[src/rtl/tft_spi_tx.sv]
// tft_spi_tx: byte-level SPI transmitter for the TFT panel.
//
// Accepts one-cycle tft_transmit strobes (with tft_dc/tft_data) from the drawing blocks and
// serialises each byte MSB first on a mode-0 4-wire SPI link. After system reset it drives the
// panel hardware reset sequence: lcd_rst_n low for RST_LOW clocks, then RST_WAIT clocks of settle
// time before the first byte is accepted.
//
// Ports:
//   clk           system clock
//   rst           synchronous, active-high reset
//   tft_transmit  one-cycle strobe, accepted only while tft_busy is low
//   tft_dc        0 = command byte, 1 = data byte
//   tft_data      byte to send
//   tft_busy      high while initialising or shifting
//   spi_sck       SPI clock, idle low
//   spi_mosi      serial data, MSB first
//   spi_cs_n      chip select, active low
//   spi_dc        panel D/C line, held for the whole byte and kept while idle
//   lcd_rst_n     panel hardware reset, active low
module tft_spi_tx #(
   parameter int unsigned DIV      = 2,
   parameter int unsigned RST_LOW  = 1000,
   parameter int unsigned RST_WAIT = 1000
) (
   input  logic       clk,
   input  logic       rst,
   input  logic       tft_transmit,
   input  logic       tft_dc,
   input  logic [7:0] tft_data,
   output logic       tft_busy,
   output logic       spi_sck,
   output logic       spi_mosi,
   output logic       spi_cs_n,
   output logic       spi_dc,
   output logic       lcd_rst_n
);

   localparam int unsigned MaxA   = (DIV > RST_LOW) ? DIV : RST_LOW;
   localparam int unsigned MaxCnt = (MaxA > RST_WAIT) ? MaxA : RST_WAIT;
   localparam int unsigned CntW   = $clog2(MaxCnt + 1);

   localparam logic [CntW-1:0] DivLast     = CntW'(DIV - 1);
   localparam logic [CntW-1:0] RstLowLast  = CntW'(RST_LOW - 1);
   localparam logic [CntW-1:0] RstWaitLast = CntW'(RST_WAIT - 1);

   typedef enum logic [2:0] {
      StRstHold,
      StRstWait,
      StIdle,
      StSetup,
      StShiftHi,
      StShiftLo,
      StGap
   } state_e;

   state_e          state_q, state_d;
   logic [CntW-1:0] cnt_q, cnt_d;
   logic [2:0]      bit_idx_q, bit_idx_d;
   logic            last_q, last_d;
   // Only bits 6..0 are stored; bit 7 goes straight to spi_mosi on accept.
   logic [6:0]      sr_q, sr_d;
   logic            busy_q, busy_d;
   logic            sck_q, sck_d;
   logic            mosi_q, mosi_d;
   logic            cs_n_q, cs_n_d;
   logic            dc_q, dc_d;
   logic            lcd_rst_n_q, lcd_rst_n_d;

   logic div_done;

   assign div_done = (cnt_q == DivLast);

   always_comb begin
      state_d     = state_q;
      cnt_d       = cnt_q;
      bit_idx_d   = bit_idx_q;
      last_d      = last_q;
      sr_d        = sr_q;
      busy_d      = busy_q;
      sck_d       = sck_q;
      mosi_d      = mosi_q;
      cs_n_d      = cs_n_q;
      dc_d        = dc_q;
      lcd_rst_n_d = lcd_rst_n_q;

      unique case (state_q)
         StRstHold: begin
            if (cnt_q == RstLowLast) begin
               cnt_d       = '0;
               lcd_rst_n_d = 1'b1;
               state_d     = StRstWait;
            end else begin
               cnt_d = cnt_q + CntW'(1);
            end
         end

         StRstWait: begin
            if (cnt_q == RstWaitLast) begin
               cnt_d   = '0;
               busy_d  = 1'b0;
               state_d = StIdle;
            end else begin
               cnt_d = cnt_q + CntW'(1);
            end
         end

         StIdle: begin
            if (tft_transmit) begin
               sr_d      = tft_data[6:0];
               dc_d      = tft_dc;
               mosi_d    = tft_data[7];
               cs_n_d    = 1'b0;
               busy_d    = 1'b1;
               bit_idx_d = 3'd0;
               last_d    = 1'b0;
               cnt_d     = '0;
               state_d   = StSetup;
            end
         end

         StSetup: begin
            if (div_done) begin
               cnt_d   = '0;
               sck_d   = 1'b1;
               state_d = StShiftHi;
            end else begin
               cnt_d = cnt_q + CntW'(1);
            end
         end

         StShiftHi: begin
            if (div_done) begin
               cnt_d   = '0;
               sck_d   = 1'b0;
               state_d = StShiftLo;
               if (bit_idx_q != 3'd7) begin
                  // Next bit changes together with the falling SCK edge.
                  mosi_d    = sr_q[6];
                  sr_d      = {sr_q[5:0], 1'b0};
                  bit_idx_d = bit_idx_q + 3'd1;
               end else begin
                  // Bit 0 has been clocked; the coming low phase is the trailing hold.
                  last_d = 1'b1;
               end
            end else begin
               cnt_d = cnt_q + CntW'(1);
            end
         end

         StShiftLo: begin
            if (div_done) begin
               cnt_d = '0;
               if (last_q) begin
                  last_d  = 1'b0;
                  cs_n_d  = 1'b1;
                  state_d = StGap;
               end else begin
                  sck_d   = 1'b1;
                  state_d = StShiftHi;
               end
            end else begin
               cnt_d = cnt_q + CntW'(1);
            end
         end

         StGap: begin
            if (div_done) begin
               cnt_d   = '0;
               busy_d  = 1'b0;
               state_d = StIdle;
            end else begin
               cnt_d = cnt_q + CntW'(1);
            end
         end

         default: begin
            state_d = StRstHold;
         end
      endcase
   end

   always_ff @(posedge clk) begin
      if (rst) begin
         state_q     <= StRstHold;
         cnt_q       <= '0;
         bit_idx_q   <= '0;
         last_q      <= 1'b0;
         sr_q        <= '0;
         busy_q      <= 1'b1;
         sck_q       <= 1'b0;
         mosi_q      <= 1'b0;
         cs_n_q      <= 1'b1;
         dc_q        <= 1'b0;
         lcd_rst_n_q <= 1'b0;
      end else begin
         state_q     <= state_d;
         cnt_q       <= cnt_d;
         bit_idx_q   <= bit_idx_d;
         last_q      <= last_d;
         sr_q        <= sr_d;
         busy_q      <= busy_d;
         sck_q       <= sck_d;
         mosi_q      <= mosi_d;
         cs_n_q      <= cs_n_d;
         dc_q        <= dc_d;
         lcd_rst_n_q <= lcd_rst_n_d;
      end
   end

   assign tft_busy  = busy_q;
   assign spi_sck   = sck_q;
   assign spi_mosi  = mosi_q;
   assign spi_cs_n  = cs_n_q;
   assign spi_dc    = dc_q;
   assign lcd_rst_n = lcd_rst_n_q;

endmodule

[config.mk]
export PLATFORM = sky130hd
export DESIGN_NAME = tft_spi_tx
export DESIGN_NICKNAME = d
export VERILOG_FILES = /design/src/rtl/tft_spi_tx.sv
export SDC_FILE = /design/constraint.sdc
export NUM_CORES = 1
export LEC_CHECK = 0
export CAP_MARGIN = 10
export CORE_UTILIZATION = 55
export CTS_CLUSTER_DIAMETER = 80
export CTS_CLUSTER_SIZE = 12
export DETAILED_ROUTE_END_ITERATION = 12
export HOLD_SLACK_MARGIN = 0.15
export PLACE_DENSITY = 0.79
export SYNTH_ARGS = -nofsm -noshare
export SYNTH_HDL_FRONTEND = slang
export SYNTH_SLANG_ARGS = --single-unit
[constraint.sdc]
create_clock -name clk -period 3.1 [get_ports clk]
set_input_delay 0.93 -clock clk [delete_from_list [all_inputs] [get_ports clk]]
set_output_delay 0.93 -clock clk [all_outputs]
set_load 0.005 [all_outputs]
==> impl_metrics.toml <==
[global_route]
grt_pass1_vias = 1198
grt_max_degree = 21
track_usage_pct = 23.3
grt_antenna_before_repair = 0
grt_pass1_wl_um = 4950
globalRoute.totalOverflow = 0

[power_and_ir_drop]
vdd_ir_drop_max_uv = 384
design_power_total_uw = 688
p_per_area_nw_per_um2 = 386
p_leak_nw = 0.594

[clock_tree]
cts_max_path_buffers = 2
post_cts_resized = 0
post_cts_setup_buffer_count = 0
clock_tree.root_cell = "clkbuf_4"
cts_hold_buffers = 0
cts_sinks = 30
htreeDepth = 2
cts_buffers = 5
cts.clk_slew.worst_paths_ns = 0.10
cts_tree = "yes"
clock_insertion_delay_worst_skew_ns = 0.34

[place]
place_congestion = 0.807
numPortBuffers = 17
post-place-ws_ns = 0.482
hpwlAfterDp_um = 2160

[synth]
post_synth_instance_area_um2 = 1550
synth_top_cell_area_share_pct = 38.8
synth_top_flop_cell = "dfxtp_1"
synth_cell_types = 37
synth_sequential_area_ratio_pct = 38.8
async_reset_ff_share_pct = 0
post_synth_main_area_contributors = "dfxtp_1, nand2_1, mux2i_1, a21oi_1, nor2_1"
post_synth_most_frequent_cells = "dfxtp_1, nand2_1, nor2_1"
ys_warn_count = 0
number_of_enable_type_register_cells_in_the_synthesized_netlist = 0
post-synth-top-count-cell = "dfxtp_1"
yosys.area.top_type = "dfxtp_1"
postSynthNetCount = 204
ys_seq_elements = 30
mapped_cells = 188
avgSynthCellArea_um2 = 8.24

[sta]
maxClockFrequency_ghz = 0.401
setup_viol_count_final = 0
timing.final.crit_share_pct = 80.5
timing.final.crit_period_ns = 2.50
setup_tns_ns = 0
timing.clock.skew_ns = 0.0132
fin_ws_ns = 0.604
final_hold_viol_count = 0
timing_max_transition_violations_final = 0
slew_headroom_pct = 23.7
setup_repair_after_global_routing_missed_its_margin = "false"
worst-slew-pin-transition_ns = 1.14

[flow_run]
maxCapViolCount = 0

[route]
drtPass1Iterations = 4
antenna_violating_nets_left = 0
routed_via_density = 5.85
route.vias.total = 1369
initialDrtViolationCount = 48
routed_wirelength_um = 3060
route.detailed.drc = 0
routedWlPerCell_um = 13.1

[floorplanning]
io-pin-count = 18
fp.dieH_um = 55.1
floorplan.initialDensity_pct = 60.3
rows = 18
die-width_um = 55.1
dieArea_um2 = 3030
core-area_um2 = 2570

[critical_path]
type_of_element_capturing_the_critical_path = "flop"
worstPathMaxFanout = 20
worst-endpoint-required_ns = 3.36
cp-start-kind = "flop"
cp.arrival_ns = 2.76
crit_type = "reg -> reg"

[layout]
antenna-diode-count = 0
proportion_of_layout_cells_with_a_drive_suffix_above_1_pct = 8.82
final.fill_count = 217
final_util_pct = 69.3
count_of_nets_after_finishing = 219
area_growth_pct = 14.9

[run_status]
run_status = "finished, final reports clean"

[hold_path]
worst_hold_path_type = "reg -> reg"
cell usage in the layout, fill, tap and decap left out, drive strengths merged, types with 4 or more instances in the layout:
| cell type | count |
|---|---|
| o21ai | 7 |
| a211oi | 8 |
| a21oi | 13 |
| clkbuf | 7 |
| mux2i | 8 |
| clkdlybuf4s50 | 17 |
| inv | 5 |
| ha | 4 |
| nor2b | 4 |
| buf | 5 |
| a31oi | 7 |
| nor2 | 17 |
| nand3b | 7 |
| nand3 | 12 |
| dfxtp | 30 |
| nor3 | 5 |
| nand2 | 24 |
flip-flops by register name, summed over array words and instances (netlist names):
signal,flops
bit_idx_q,3
cnt_q,10
last_q,1
lcd_rst_n,1
spi_cs_n,1
spi_dc,1
spi_mosi,1
spi_sck,1
sr_q,7
state_q,3
tft_busy,1
cell type report:
type | instances | area (um2) | area share, %
Clock inverter | 1 | 5.00 | 0.281
Sequential cell | 30 | 601 | 33.7
Clock buffer | 7 | 55.1 | 3.09
Timing Repair Buffer | 22 | 208 | 11.7
Tap cell | 30 | 37.5 | 2.11
Inverter | 5 | 18.8 | 1.05
Multi-Input combinational cell | 139 | 856 | 48.1
layer usage:
| metal | routed length, um | global-route usage [%] | part of all wire (%) |
|---|---|---|---|
| met1 | 1420 | 28.3 | 47 |
| met2 | 1420 | 37.1 | 47 |
| met3 | 167 | 9.02 | 5.5 |
| met4 | 43 | 8.75 | 1.4 |
| met5 | 0 | 0 | 0 |
cell families after synthesis:
family                     count (synthesis)  share of synthesized area (%)
and+or+nand+nor                           80                           26.5
AOI/OAI and AO/OA                         45                           19.2
DFF                                       30                           38.8
buffers and inverters                     19                           5.98
muxes                                      8                           5.17
adders and majority gates                  4                           3.23
xor gates and xnor gates                   2                           1.13
path summary, 6_finish.rpt:
| check | from | end | slack [ns] | cells past startpoint |
|---|---|---|---|---|
| setup / recovery | cnt_q[0] | cnt_q[7] | 0.60 | 6 |
| hold / removal | bit_idx_q[2] | bit_idx_q[2] | 0.47 | 2 |
| setup reg to reg | cnt_q[0] | cnt_q[7] | 0.60 | 6 |
| hold reg to reg | bit_idx_q[2] | bit_idx_q[2] | 0.47 | 2 |
per-stage QoR:
step | hold slack [ns] | area, um2 | instances
floorplan | 0.432 | 1550 | 188
global placement | 0.443 | 1720 | 226
detailed placement | 0.460 | 1720 | 226
CTS | 0.472 | 1780 | 234
global route | 0.499 | 1780 | 234
finish | 0.470 | 1780 | 234
critical path: stages (launching register included):
cell	delay, ns
dfxtp_1	0.37
ha_1	0.26
nand3_1	0.09
nor4_1	0.09
o32ai_2	0.94
or3b_2	0.51
a31oi_1	0.16
power breakdown:
part / internal [mW] / leakage (nW) / switching [mW]
logic: 0.0271 / 0.316 / 0.0213
registers: 0.388 / 0.242 / 0.00487
clock network: 0.110 / 0.0353 / 0.136
total: 0.525 / 0.594 / 0.162
Note: power is estimated with default switching activity, not from simulation.
